===== src/rtl/lsu_mem_port.sv =====
// Load/store initiator between the execute stage and a word-addressed unified memory.
// One request at a time: fault check at capture, read for loads and sub-word stores, write for stores.
module lsu_mem_port #(
    parameter int ADDR_W = 12
) (
    input  logic        clk,
    input  logic        rst_n,
    input  logic        req,
    input  logic        we,
    input  logic [2:0]  funct3,
    input  logic [31:0] addr,
    input  logic [31:0] wdata,
    output logic        ready,
    output logic        done,
    output logic [31:0] rdata,
    output logic        fault,
    output logic        mem_is_load,
    output logic        mem_is_store,
    output logic [31:0] mem_addr,
    output logic [31:0] mem_store_data,
    input  logic [31:0] mem_load_data
);

    typedef enum logic [1:0] {S_IDLE, S_RD, S_WR, S_RESP} state_t;

    localparam logic [2:0] F3_B  = 3'b000;
    localparam logic [2:0] F3_H  = 3'b001;
    localparam logic [2:0] F3_W  = 3'b010;
    localparam logic [2:0] F3_BU = 3'b100;
    localparam logic [2:0] F3_HU = 3'b101;

    state_t      state_q, state_d;
    logic        we_q;
    logic [2:0]  f3_q;
    logic [1:0]  off_q;
    logic [31:0] wdata_q;
    logic        fault_q, fault_d;
    logic [31:0] rdata_q, rdata_d;
    logic [31:0] maddr_q, maddr_d;
    logic [31:0] sdata_q, sdata_d;
    logic        accept;
    logic        req_fault;

    function automatic logic is_fault(input logic w, input logic [2:0] f, input logic [31:0] a);
        logic bad;
        bad = 1'b0;
        case (f)
            F3_B:         bad = 1'b0;
            F3_H:         bad = a[0];
            F3_W:         bad = (a[1:0] != 2'b00);
            F3_BU, F3_HU: bad = w;
            default:      bad = 1'b1;
        endcase
        if ((a >> (ADDR_W + 2)) != 32'd0) bad = 1'b1;
        return bad;
    endfunction

    function automatic logic [31:0] load_extend(input logic [31:0] word, input logic [2:0] f,
                                                input logic [1:0] off);
        logic [7:0]  b;
        logic [15:0] h;
        b = word[{off, 3'b000} +: 8];
        h = off[1] ? word[31:16] : word[15:0];
        case (f)
            F3_B:    return {{24{b[7]}}, b};
            F3_BU:   return {24'd0, b};
            F3_H:    return {{16{h[15]}}, h};
            F3_HU:   return {16'd0, h};
            default: return word;
        endcase
    endfunction

    function automatic logic [31:0] store_merge(input logic [31:0] word, input logic [31:0] wd,
                                                input logic [2:0] f, input logic [1:0] off);
        logic [31:0] m;
        m = word;
        case (f)
            F3_B: m[{off, 3'b000} +: 8] = wd[7:0];
            F3_H: begin
                if (off[1]) m[31:16] = wd[15:0];
                else        m[15:0]  = wd[15:0];
            end
            default: m = wd;
        endcase
        return m;
    endfunction

    assign accept    = req && (state_q == S_IDLE);
    assign req_fault = is_fault(we, funct3, addr);

    // The read word is consumed straight off the memory port in RD: it is extended
    // into rdata for loads, or merged into the write word for sub-word stores.
    always_comb begin
        state_d = state_q;
        fault_d = fault_q;
        rdata_d = rdata_q;
        maddr_d = maddr_q;
        sdata_d = sdata_q;
        case (state_q)
            S_IDLE: begin
                if (req) begin
                    fault_d = req_fault;
                    maddr_d = {2'b00, addr[31:2]};
                    sdata_d = wdata;
                    if (req_fault) begin
                        state_d = S_RESP;
                        rdata_d = 32'd0;
                    end else if (we && funct3 == F3_W) begin
                        state_d = S_WR;
                    end else begin
                        state_d = S_RD;
                    end
                end
            end
            S_RD: begin
                if (we_q) begin
                    state_d = S_WR;
                    sdata_d = store_merge(mem_load_data, wdata_q, f3_q, off_q);
                end else begin
                    state_d = S_RESP;
                    rdata_d = load_extend(mem_load_data, f3_q, off_q);
                end
            end
            S_WR:    state_d = S_RESP;
            default: state_d = S_IDLE;
        endcase
    end

    always_ff @(posedge clk or negedge rst_n) begin
        if (!rst_n) begin
            state_q <= S_IDLE;
            fault_q <= 1'b0;
            rdata_q <= 32'd0;
            maddr_q <= 32'd0;
            sdata_q <= 32'd0;
        end else begin
            state_q <= state_d;
            fault_q <= fault_d;
            rdata_q <= rdata_d;
            maddr_q <= maddr_d;
            sdata_q <= sdata_d;
        end
    end

    always_ff @(posedge clk) begin
        if (accept) begin
            we_q    <= we;
            f3_q    <= funct3;
            off_q   <= addr[1:0];
            wdata_q <= wdata;
        end
    end

    // Strobes decode directly from state so an asynchronous reset removes them at once.
    assign ready          = (state_q == S_IDLE);
    assign done           = (state_q == S_RESP);
    assign fault          = done && fault_q;
    assign mem_is_load    = (state_q == S_RD);
    assign mem_is_store   = (state_q == S_WR);
    assign rdata          = rdata_q;
    assign mem_addr       = maddr_q;
    assign mem_store_data = sdata_q;

endmodule


===== config.mk =====
export PLATFORM = sky130hd
export DESIGN_NAME = lsu_mem_port
export DESIGN_NICKNAME = d
export VERILOG_FILES = /design/src/rtl/lsu_mem_port.sv
export SDC_FILE = /design/constraint.sdc
export NUM_CORES = 1
export LEC_CHECK = 0
export CAP_MARGIN = 25
export CELL_PAD_IN_SITES_DETAIL_PLACEMENT = 1
export CELL_PAD_IN_SITES_GLOBAL_PLACEMENT = 2
export CORE_MARGIN = 1.5
export CORE_UTILIZATION = 32
export DETAILED_ROUTE_END_ITERATION = 16
export HOLD_SLACK_MARGIN = 0.15
export PLACE_DENSITY_LB_ADDON = 0.3
export SYNTH_ARGS = -nofsm -noshare
export SYNTH_HDL_FRONTEND = slang
export SYNTH_SLANG_ARGS = --single-unit

===== constraint.sdc =====
create_clock -name clk -period 3.5 [get_ports clk]
set_input_delay 0.7 -clock clk [delete_from_list [all_inputs] [get_ports clk]]
set_output_delay 0.7 -clock clk [all_outputs]
set_load 0.03 [all_outputs]

After elaboration in Yosys (flattened, before gate mapping):

Cells that the tools add are included.

* word-level logic and storage cells: 60
* output and inout port bits: 101
* input bits: 103
* bits in registers: 135

* mux-type cells: 20
* shift operators: 3
* add/subtract/negate cells: 1
* reductions and logical operators: 13
* equal/unequal tests: 14

Operator list (number)
* $pmux W32 S2: 3
* $mux W32: 5
* $pmux W32 S4: 1
* $mux W16: 3
* $bwmux W32: 1
* $reduce_bool A32 Y1: 1
* $shift A8 B7 Y32 const A: 1
* $shiftx A32 B6 Y8: 1
* $shiftx A8 B7 Y32: 1
* $eq A3 B3 Y1 const B: 4
* $neg A5 Y7: 1
* $eq A3 B1 Y1 const B: 2
* $logic_not A3 Y1: 2
* $mux W2: 3
* $pmux W2 S3: 1
* $eq A2 B2 Y1 const B: 2
* $ne A2 B1 Y1 const B: 2
* $ne A2 B2 Y1 const B: 2
* $pmux W1 S4: 1
* $reduce_and A4 Y1: 1
* $reduce_bool A2 Y1: 2
* $eq A3 B2 Y1 const B: 1
* $logic_and A1 B1 Y1: 3
* $reduce_and A3 Y1: 1
* 5 further kinds: 6

Logic depth before layout (Yosys ltp):

Gate-level depths: netlist of the first run.

* depth after elaboration: 7
* depth in mapped cells: 10

Worst setup path after synthesis of the first run:

Ideal clock, no wire load.

* path type: register -> register
* start point: register state_q[0]
* end point: register f3_q[0], enable pin
* data required time: 3.108 ns
* stages on the path, launching flop included: 6
* clock period less this slack: 2.653 ns
* setup time: 0.392 ns
* path slack: 0.847 ns
* arrival time: 2.260 ns
* path through: dfrtp_1 > inv_1 > ha_1 > nand2_1 > clkbuf_1 > inv_1

* word-level cells in the longest chain between the ends: 2

Ends and longest elaborated chain
* from (decl): line 32 `state_t state_q, state_d;`
* from (signal assigned): line 137 `state_q <= state_d;`
* $logic_not A2 Y1
* net ready: line 13 `output logic ready,`
* $logic_and A1 B1 Y1: line 88 `assign accept = req && (state_q == S_IDLE);`
* net accept: line 41 `logic accept;`
* to (signal assigned): line 148 `f3_q <= funct3;`
* to (decl): line 34 `logic [2:0] f3_q;`

The timed path passes the listed nets, and every way through them passes these cells.
A chain may end at the register's enable or synchronous reset.

Final worst setup path of the first run:

* start point: register off_q[1]
* end point: register sdata_q[23] (netlist: mem_store_data[23])

* word-level cells in the longest chain between the ends: 6

Ends and longest elaborated chain
* from (decl): line 35 `logic [1:0] off_q;`
* from (signal assigned): line 149 `off_q <= addr[1:0];`
* $neg A5 Y7: line 78 `F3_B: m[{off, 3'b000} +: 8] = wd[7:0];`
* $shiftx A8 B7 Y32 / $shift A8 B7 Y32 (equally long branches): line 78
* $bwmux W32: line 78
* $pmux W32 S2 *: line 77 `case (f)`
* $mux W32 *: line 116 `if (we_q) begin`
* $pmux W32 S2 *: line 99 `case (state_q)`
* to (signal assigned): line 141 `sdata_q <= sdata_d;`
* to (decl): line 40 `logic [31:0] sdata_q, sdata_d;`

Mark *: on every way between the ends. The rest lies on a longest branch, timed or not. The select of a mux whose other input is x is not followed.

==> PnR_summary.wiki, run 1 <==
{| class="wikitable"
! Metric !! Value
|-
| Number of max-capacitance violations reported || 0
|-
| Most frequent cells in the layout || 200 x clkdlybuf4s50_1, 97 x dfrtp_1, 77 x nand2_1
|-
| Core Box Area || just over 20,000 sq um
|-
| Share of final-layout standard cells stronger than drive strength 1 || 13.5%
|-
| Largest voltage drop on the vdd net || 467 uV
|-
| Cell area reported after detailed placement || 8880 sq um
|-
| Highest metal layer with signal wires || met5
|-
| Met2 wirelength from detailed routing || ~11,000 um
|-
| Cell leakage power || 3.79 nW
|-
| Sequential cell area in the final layout || 3570 sq um
|-
| RD Place Congestion || approximately 0.84
|-
| Final hold violation count || 0
|-
| Path class of the lowest-slack min-delay path || input port to asynchronous set/reset pin
|-
| Final ANT Viol Nets || 0
|-
| FF-to-FF Start || off_q[1]
|-
| Met3 Wirelength || 1720 um
|-
| Global route total overflow || 0
|-
| Number of nets in the layout || 890
|-
| Overall power || between 8 and 9 mW
|-
| Rows || 52
|-
| Crit share post-route || 82.0%
|-
| Normalized max-slew margin || 31.2%
|-
| Drt first pass iters || 5
|-
| WL per Instance || 21.3 um
|-
| Number of cells on the worst reg-to-reg path || 7
|-
| Count of hold buffers inserted by post-cts repair || 0
|-
| Part of the Yosys area used for sequential elements || 53.9%
|-
| Total length of routed wires || 22,600 um
|-
| Number of flip-flops and latches in the synthesized netlist || approximately 140
|-
| Setup repair after global routing missed its margin || false
|-
| Fraction of registers with async set/reset || 71.9%
|-
| Clock buffers created by TritonCTS || 17
|-
| Number of global-route vias before repair || 6,106
|-
| Area occupied by multi-input gates || 2800 sq um
|-
| Clock tree from TritonCTS || done
|-
| Number of warnings printed during yosys synthesis || 0
|-
| Die ar. || between 20,000 and 25,000 sq um
|-
| Die X || about 150 um
|-
| CP arrival || 3220 ps
|-
| Power Density || roughly 950 nW/um^2
|-
| Synthesized netlist cell count || between 500 and 600
|-
| Number of placed I/O pins || 204
|-
| Slack of the worst reg-to-reg path || 630 ps
|-
| Die Height || 147 um
|-
| Post-synth cell types || 55
|-
| Fill cells || 2,200
|-
| Critical path required time || 3850 ps
|-
| Critical Path Sink Type || flip-flop
|-
| Average footprint of a synthesized cell || approximately 11 sq um
|-
| Setup skew after layout || 16.0 ps
|-
| Number of buffers added on ports || 201
|-
| Number of pins exceeding their max-slew limit in the final report || 0
|-
| Worst slack on hold paths || 337 ps
|-
| Wire length of the first global-routing pass || between 30,000 and 40,000 um
|-
| CTS Root Cell || clkbuf_16
|-
| Clock Tree Buf Depth || 2
|-
| Routed met1 length || a little under 10,000 um
|-
| GR Util All Layers || 21.5%
|-
| Final-layout setup total negative slack || 0 ps
|-
| Initial antenna violation count || 1
|-
| Upper clock frequency limit || 348 MHz
|-
| Via count || 5,608
|-
| Mapped cell area || 6620 sq um
|-
| Initial core utilization || 32.6%
|-
| Count of clock tree sinks || 135
|-
| Detailed router's first-iteration violation count || approximately 300
|-
| Clock insertion delay at the later pin of the skew report || 430 ps
|-
| Result of the run || finished clean
|-
| Signed area change from the synthesized netlist to the final layout || 42.8%
|-
| H-tree depth reported by CTS || 4
|-
| Antenna fix cells || 0
|-
| Number of enable flip-flop cells after synthesis || 38
|-
| Crit Path Max Fanout || 14
|-
| Crit path launch type || flip-flop
|-
| DP HPWL || 16,500 um
|-
| Maximum number of pins on one net before global-route repair || 98
|-
| Cell area after layout || 9460 sq um
|-
| Startpoint-to-endpoint class of the critical path || flip-flop to flip-flop
|-
| Final Worst Setup Slack || 629 ps
|-
| Tmin final || 2870 ps
|-
| Least-Margin Pin Slew || 1030 ps
|-
| Setup WS pre-CTS || 204 ps
|-
| Buffer count from post-CTS setup fixing || 0
|-
| Residual DRC || 0
|-
| Final setup viols || 0
|-
| Most used DFF post-synth || dfrtp_1
|-
| Post-cts resize count || 0
|-
| Mean number of vias per cell || 5.29
|-
| Clk pin slew, worst setup/hold paths || 70 ps
|-
| Endpoint of the most critical register-to-register path || mem_store_data[23]
|-
| Most common cell after layout, fill and taps aside || clkdlybuf4s50_1
|}
==> registers in the layout (all words and copies together), names as in the netlist <==
name / count
wdata_q: 32
off_q: 2
fault_q: 1
mem_store_data: 32
mem_addr: 30
rdata: 32
we_q: 1
state_q: 2
f3_q: 3
==> through the flow <==
step	utilization, %	std cells
after floorplan	-	589
after global placement	43.7	1029
after detailed placement	43.7	1029
after CTS	46.6	1061
after global routing	46.6	1061
final	46.6	1061
==> cells by family (layout without fill, tap and decap cells) <==
group	count (synthesis)	count (layout)	synth area share, %
AO/OA/AOI/OAI	166	166	18.6
adder cells (fa/ha/maj)	9	9	1.70
buffers and inverters	57	259	3.89
flip-flops	135	135	53.9
multiplexers	57	57	10.4
other	1	2	0.0566
AND/OR/NAND/NOR	163	163	11.5
==> synthesized netlist by cell type, types with 3 or more instances <==
library cell,instances,area (sq um)
nand2_1,77,289
o21ai_0,42,210
a222oi_1,7,70.1
clkbuf_1,22,82.6
nor3_1,3,15.0
a21oi_1,17,85.1
nor2b_1,3,18.8
o311a_1,7,70.1
a2111oi_0,7,61.3
a221oi_1,16,140
buf_4,4,30.0
inv_1,17,63.8
o22ai_1,8,50.1
dfrtp_1,97,2430
a211oi_1,3,22.5
nor2_1,40,150
mux2_2,44,495
a311oi_1,7,61.3
ha_1,9,113
edfxtp_1,38,1140
a21o_1,7,52.6
buf_2,11,55.1
o21a_1,8,60.1
nand2b_1,20,125
mux2_4,10,150
o31ai_1,7,52.6
nor4_1,4,25.0
a22o_1,16,140
==> critical path, stage by stage, from the launching register on <==
cell	delay, ps
edfxtp_1	750
inv_1	180
ha_1	390
nand2_1	60
or4_1	400
a21oi_1	610
a221oi_1	200
o21ai_0	210
==> layout make-up <==
cell class	count	area share (%)
Multi-Input combinational cell	397	29.6
Timing Repair Buffer	210	22.2
Sequential cell	135	37.7
Clock buffer	20	4.84
Tap cell	270	3.57
Inverter	17	0.675
Clock inverter	12	1.34
==> how the worst max path moves through the flow <==
stage | startpoint | end | slack (ps) | cells after the start
after floorplan | state_q[0] | f3_q[0] | 850 | 5
after global placement | addr[15] | rdata[31] | 430 | 6
after detailed placement | addr[15] | rdata[27] | 200 | 6
after CTS | off_q[1] | mem_store_data[23] | 610 | 7
after global routing | off_q[1] | mem_store_data[19] | 410 | 7
final | off_q[1] | mem_store_data[23] | 630 | 7
==> layer usage <==
metal  GRT usage, %  up-vias
li1               -     2554
met1           26.9     2781
met2           34.8      237
met3           6.74       34
met4           8.08        2
met5              0        -
==> where the power goes <==
| group | internal (mW) | switching [mW] |
|---|---|---|
| combinational | 1.91 | 2.62 |
| sequential | 2.27 | 0.396 |
| clock | 1.09 | 0.703 |
No activity file was read; power rests on OpenSTA's default activity.
==> run 2, diff against run 1 <==
CORE_UTILIZATION = 27   (was 32)
clock period = 2.3 ns   (was 3.5 ns; I/O delays follow)
==> run 2 against run 1 <==
Net effect: sequential power increased by 51%; critical path depth increased by 2; power increased by 58%; clock-buffer cell count decreased by 1; non-clock buffer count increased by 51; die area increased by 18%; utilization decreased by 5.0 points; register-to-register slack got worse by 480 ps; critical path type is now input port to flip-flop; critical endpoint is now rdata[8].
==> PnR_summary.wiki, run 2 (same netlist as run 1, synthesis figures left out) <==
{| class="wikitable"
! Metric !! Value
|-
| Cell area reported after detailed placement || 9360 sq um (+5.4%)
|-
| Number of max-capacitance violations reported || 0 (unchanged)
|-
| Mean number of vias per cell || 4.96 (-6.2%)
|-
| Die ar. || 25,500 sq um (+18%)
|-
| Clk pin slew, worst setup/hold paths || 60 ps (about the same)
|-
| Initial antenna violation count || 4 (+3)
|-
| Clock Tree Buf Depth || 2 (unchanged)
|-
| Setup repair after global routing missed its margin || false
|-
| Sequential cell area in the final layout || 3570 sq um (unchanged)
|-
| CP arrival || 2470 ps (-750 ps)
|-
| Critical path required time || 2600 ps (-1250 ps)
|-
| Tmin final || between 2000 and 2500 ps
|-
| Cell area after layout || 10,100 sq um (+6.3%)
|-
| Die Height || 160 um (+8.7%)
|-
| Crit share post-route || between 90% and 100%
|-
| Core Box Area || 24,200 sq um (+19%)
|-
| Share of final-layout standard cells stronger than drive strength 1 || 19.5% (+6.0 points)
|-
| Crit Path Max Fanout || 16 (+2)
|-
| Clock insertion delay at the later pin of the skew report || 420 ps (about the same)
|-
| Crit path launch type || input port
|-
| Number of pins exceeding their max-slew limit in the final report || 0 (unchanged)
|-
| Clock buffers created by TritonCTS || 17 (unchanged)
|-
| Detailed router's first-iteration violation count || 218 (-28%)
|-
| Power Density || 1410 nW/um^2 (+49%)
|-
| Overall power || 14.2 mW (+58%)
|-
| Rows || 57 (+9.6%)
|-
| Final hold violation count || 0 (unchanged)
|-
| Path class of the lowest-slack min-delay path || input port to flip-flop
|-
| Maximum number of pins on one net before global-route repair || 51 (-48%)
|-
| Wire length of the first global-routing pass || 36,700 um (+4.0%)
|-
| Global route total overflow || 0 (unchanged)
|-
| Count of clock tree sinks || 135 (unchanged)
|-
| Upper clock frequency limit || around 460 MHz
|-
| Worst slack on hold paths || 333 ps (-3.95 ps)
|-
| Least-Margin Pin Slew || 649 ps (-383 ps)
|-
| Most frequent cells in the layout || 191 x clkdlybuf4s50_1, 97 x dfrtp_1, 77 x nand2_1
|-
| Result of the run || finished clean
|-
| Largest voltage drop on the vdd net || 664 uV (+42%)
|-
| Final setup viols || 0 (unchanged)
|-
| GR Util All Layers || 18.9% (-2.7 points)
|-
| Via count || 5,788 (+3.2%)
|-
| Number of buffers added on ports || 201 (unchanged)
|-
| Fill cells || 2,631 (+20%)
|-
| Most common cell after layout, fill and taps aside || clkdlybuf4s50_1
|-
| DP HPWL || 18,000 um (+9.1%)
|-
| H-tree depth reported by CTS || 4 (unchanged)
|-
| Critical Path Sink Type || flip-flop
|-
| Die X || 160 um (+8.7%)
|-
| Number of nets in the layout || 941 (+5.7%)
|-
| Final-layout setup total negative slack || 0 ps (unchanged)
|-
| Initial core utilization || 27.4% (-5.2 points)
|-
| Setup skew after layout || 8.73 ps (-7.25 ps)
|-
| Normalized max-slew margin || 56.6% (+25 points)
|-
| Residual DRC || 0 (unchanged)
|-
| Clock tree from TritonCTS || done
|-
| Startpoint-to-endpoint class of the critical path || input port to flip-flop
|-
| Total length of routed wires || 23,900 um (+5.7%)
|-
| WL per Instance || 20.4 um (-4.0%)
|-
| RD Place Congestion || 0.857 (+1.4%)
|-
| CTS Root Cell || clkbuf_16
|-
| Final ANT Viol Nets || 0 (unchanged)
|-
| Area occupied by multi-input gates || 2840 sq um (+1.2%)
|-
| Signed area change from the synthesized netlist to the final layout || 51.9%
|-
| Drt first pass iters || 5 (unchanged)
|-
| Cell leakage power || 4.12 nW (+8.7%)
|-
| Number of global-route vias before repair || 6,308 (+3.3%)
|-
| Number of placed I/O pins || 204 (unchanged)
|}
## run 2: cell types whose count changed in the layout (fill, tap and decap cells not counted), moves of 4 or more
cell             change
buf_4               +45
clkdlybuf4s50_1      -9
buf_12               +5
dlygate4sd2_1        +5
dlymetal6s2s_1       +4
## run 2: layer usage
layer | wire length (um) | up-vias | global-route usage [%]
met5 | 26 | - | 0
met4 | 537 | 4 | 6.22
met3 | 1960 | 30 | 6.39
met2 | 11200 | 220 | 30.8
met1 | 10200 | 2881 | 23.4
li1 | - | 2653 | -
## run 2: timing repair
| item | in CTS | in global routing |
|---|---|---|
| resized for setup | 7 | 9 |
| pin swaps | 1 | 3 |
| buffers inserted | 1 | 2 |
| hold buffers | 1 | 0 |
| setup endpoints to repair | 38 | 29 |
| hold endpoints to repair | 14 | 0 |
| cloned | 0 | 0 |
## run 2: final cells by class
cell class	instances	area share, %
clock inverter	13	1.77
multi-input combinational	397	28.2
timing repair buffer	261	25.4
clock buffer	19	4.40
sequential	135	35.5
tap	324	4.03
inverter	17	0.672
antenna	2	0.0498
## run 2: path summary, 6_finish.rpt
path | start | end | slack, ps | cells past startpoint
worst max-delay path | addr[29] | rdata[8] | 120 | 9
worst min-delay path | addr[19] | mem_addr[17] | 330 | 2
worst max register to register | off_q[1] | mem_store_data[18] | 150 | 8
worst min register to register | mem_store_data[27] | mem_store_data[27] | 480 | 1
max in group asynchronous | rst_n | mem_addr[2] | 1130 | 3
min in group asynchronous | rst_n | mem_store_data[28] | 450 | 2
## run 2: where the power goes
group	internal [mW]	switching [mW]
Clock	1.84	1.07
Combinational	3.15	4.10
Sequential	3.46	0.575
Total	8.44	5.75
## run 2: metrics by stage
| step | worst slack (ps) | std cells | util (%) |
|---|---|---|---|
| CTS | 11.7 | 1164 | 41.4 |
| floorplan | 35.0 | 589 | - |
| detailed placement | -560 | 1130 | 38.7 |
| finish | 124 | 1168 | 41.6 |
| global route | 27.3 | 1166 | 41.6 |
| global placement | -427 | 1130 | 38.7 |
## run 2: worst max-delay path, stage by stage
cell and delay [ps]:
clkdlybuf4s50_1 430, nor4_2 370, o21ai_2 130, buf_4 150
nor4b_2 230, buf_4 170, a2111oi_4 50, buf_12 180
mux2_4 300
==> run 3, diff against run 2 <==
==> constraint.sdc (replaced) <==
create_clock -name clk -period 2.3 [get_ports clk]
set_input_delay 0.23 -clock clk [delete_from_list [all_inputs] [get_ports clk]]
set_output_delay 0.23 -clock clk [all_outputs]
set_load 0.03 [all_outputs]
==> run 3 against run 2 <==
Net effect: design area down 0.34%; worst setup slack worse by 48 ps; combinational power about the same; critical endpoint is now ready; highest routed layer is now met4.
==> PnR_summary.wiki, run 3 (same netlist as run 1, synthesis figures left out) <==
{| class="wikitable"
! Metric !! Value
|-
| Residual DRC || 0 (unchanged)
|-
| Cell with the biggest individual delay on the critical path || clkdlybuf4s50_1
|-
| Via count || 5,761 (-0.47%)
|-
| Tmin final || 2220 ps (+47.8 ps)
|-
| Clock buffers created by TritonCTS || 17 (unchanged)
|-
| Setup repair after global routing missed its margin || false
|-
| Path class of the lowest-slack min-delay path || input port to flip-flop
|-
| Initial core utilization || 27.4% (unchanged)
|-
| Clock insertion delay at the later pin of the skew report || 430 ps (about the same)
|-
| WL per Instance || 20.4 um (about the same)
|-
| Number of buffers added on ports || 201 (unchanged)
|-
| Fill cells || 2,597 (-1.3%)
|-
| Startpoint-to-endpoint class of the critical path || flip-flop to output pin
|-
| Crit share post-route || 96.7% (+2.1 points)
|-
| GR Util All Layers || 19.0% (+0.19 points)
|-
| Post-Route Utilization || 41.5% (-0.14 points)
|-
| Critical Path Sink Type || output pin
|-
| Total length of routed wires || 23,700 um (-0.59%)
|-
| Number of max-capacitance violations reported || 0 (unchanged)
|-
| Non-filler instance count after layout || 1,161 (-0.60%)
|-
| Start point of the worst min-delay path || wdata[13]
|-
| CP arrival || 1990 ps (-480 ps)
|-
| Initial antenna violation count || 2 (-2)
|-
| Final setup viols || 0 (unchanged)
|-
| Cell leakage power || 4.07 nW (-1.1%)
|-
| Number of global-route vias before repair || 6,294 (-0.22%)
|-
| Number of placed I/O pins || 204 (unchanged)
|-
| Final Worst Setup Slack || 76.1 ps (-47.8 ps)
|-
| RD Place Congestion || 0.840 (-1.9%)
|-
| Critical path required time || 2070 ps (-530 ps)
|-
| Largest voltage drop on the vdd net || 805 uV (+21%)
|-
| Number of nets in the layout || 934 (-0.74%)
|-
| Flop pwr share || 27.8% (-0.6 points)
|-
| DP HPWL || 17,900 um (about the same)
|-
| Final hold violation count || 0 (unchanged)
|-
| Origin of the worst setup path || state_q[0]
|-
| CTS Root Cell || clkbuf_16
|-
| Wire length of the first global-routing pass || 37,000 um (+1.0%)
|-
| Normalized max-slew margin || 52.6% (-4.0 points)
|-
| Clk pin slew, worst setup/hold paths || 60 ps (about the same)
|-
| Clock Tree Buf Depth || 2 (unchanged)
|-
| Setup WS pre-CTS || -346 ps (+215 ps)
|-
| Mean number of vias per cell || 4.96 (+0.13%)
|-
| Crit path launch type || flip-flop
|-
| Share of power burned in the clock network || 21.9% (+1.4 points)
|-
| Number of placed instances, taps included || 1,125 (-0.44%)
|-
| Cell internal pwr || 8.68 mW (+2.8%)
|-
| Result of the run || finished clean
|-
| Cell-by-cell trace of the critical path || inv_1 > ha_2 > clkdlybuf4s50_1
|-
| Power Density || 1440 nW/um^2 (+2.1%)
|-
| Die ar. || 25,500 sq um (unchanged)
|-
| Delay of the slowest cell on the worst path || 730 ps (+300 ps)
|-
| Sequential cell area in the final layout || 3570 sq um (unchanged)
|-
| Area occupied by multi-input gates || 2820 sq um (-0.62%)
|-
| Count of clock tree sinks || 135 (unchanged)
|-
| H-tree depth reported by CTS || 4 (unchanged)
|-
| Maximum number of pins on one net before global-route repair || 54 (+5.9%)
|-
| Most frequent cells in the layout || 198 x clkdlybuf4s50_1, 97 x dfrtp_1, 77 x nand2_1
|-
| Upper clock frequency limit || 450 MHz (-2.1%)
|-
| Core Box Area || 24,200 sq um (unchanged)
|-
| Die Height || 160 um (unchanged)
|-
| Number of pins exceeding their max-slew limit in the final report || 0 (unchanged)
|-
| Overall power || 14.4 mW (+1.8%)
|-
| Global route total overflow || 0 (unchanged)
|-
| Least-Margin Pin Slew || 710 ps (+60.5 ps)
|-
| Combinational cell fraction of total power || 50.2% (-0.9 points)
|-
| Proportion of total power due to net switching || 39.9% (-0.62 points)
|-
| Signed area change from the synthesized netlist to the final layout || 51.3%
|-
| Crit Path Max Fanout || 8 (-8)
|-
| Die X || 160 um (unchanged)
|-
| Share of final-layout standard cells stronger than drive strength 1 || 18.4% (-1.0 points)
|-
| FF-to-FF Start || state_q[0]
|-
| Net Switching || 5.77 mW (+0.21%)
|-
| Detailed router's first-iteration violation count || 269 (+23%)
|-
| Final ANT Viol Nets || 0 (unchanged)
|-
| Setup skew after layout || 8.03 ps (-0.698 ps)
|-
| Most common cell after layout, fill and taps aside || clkdlybuf4s50_1
|-
| Clock tree from TritonCTS || done
|-
| Drt first pass iters || 5 (unchanged)
|-
| Rows || 57 (unchanged)
|}
==> run 3: cell count changes in the layout (fill, tap and decap cells not counted), sizes merged, moves of 2 or more <==
cell,delta
clkdlybuf4s50,+7
bufinv,+2
dlygate4sd2,-4
buf,-7
dlymetal6s2s,-3
clkinv,-3
==> run 3: routing by layer <==
metal	vias up	track usage [%]	wire [um]
met5	-	0	0
met4	0	5.45	378
met3	26	6.57	1870
met2	208	32.1	11600
met1	2886	23.0	9890
li1	2641	-	-
==> run 3: area by class of cell <==
class | count | area share [%]
flip-flops and latches | 135 | 35.6
multi-input cells | 397 | 28.1
repair buffers | 254 | 24.8
clock buffers | 20 | 4.46
well taps | 324 | 4.04
clock inverters | 12 | 2.21
inverters | 17 | 0.674
diodes | 2 | 0.0499
==> run 3: critical path, delay by kind of cell, from the launching register on <==
kind	cells	cell delay, ps
buf+inv	2	840
flops	1	420
fa+ha+maj	1	300
==> run 3: path summary, 6_finish.rpt <==
kind                                 endpoint  slack (ps)  cells past startpoint
max                                     ready          80                      3
min                               wdata_q[13]         400                      1
max reg2reg                          rdata[2]          90                      7
min reg2reg                mem_store_data[19]         480                      2
max in group asynchronous          state_q[1]        1310                      3
min in group asynchronous  mem_store_data[18]         440                      3
==> run 3: repair_timing <==
action,in CTS,in global routing
hold buffers,1,0
hold endpoints to repair,97,0
pin swaps,1,0
gates cloned,0,0
gates resized for setup,1,4
buffers inserted,1,0
setup endpoints to repair,17,9
==> run 3: per-stage QoR <==
step | hold slack, ps | instance area (sq um) | TNS [ps]
after floorplan | -65.6 | 6640 | 0
after global routing | 388 | 10000 | 0
final | 397 | 10000 | 0
after detailed placement | 361 | 9310 | -9750
after CTS | 377 | 10000 | 0
after global placement | 346 | 9310 | -6230
==> run 3: power by group through the flow <==
stage          Combinational (mW)  Clock, mW  Sequential (mW)
3_3_place_gp                 7.14          0             4.02
2_1_floorplan                2.82          0             5.43
6_report                     7.26       3.17             4.02
4_1_cts                      7.33       3.25             4.04
5_1_grt                      7.76       3.34             4.16
3_5_place_dp                 7.28          0             4.07
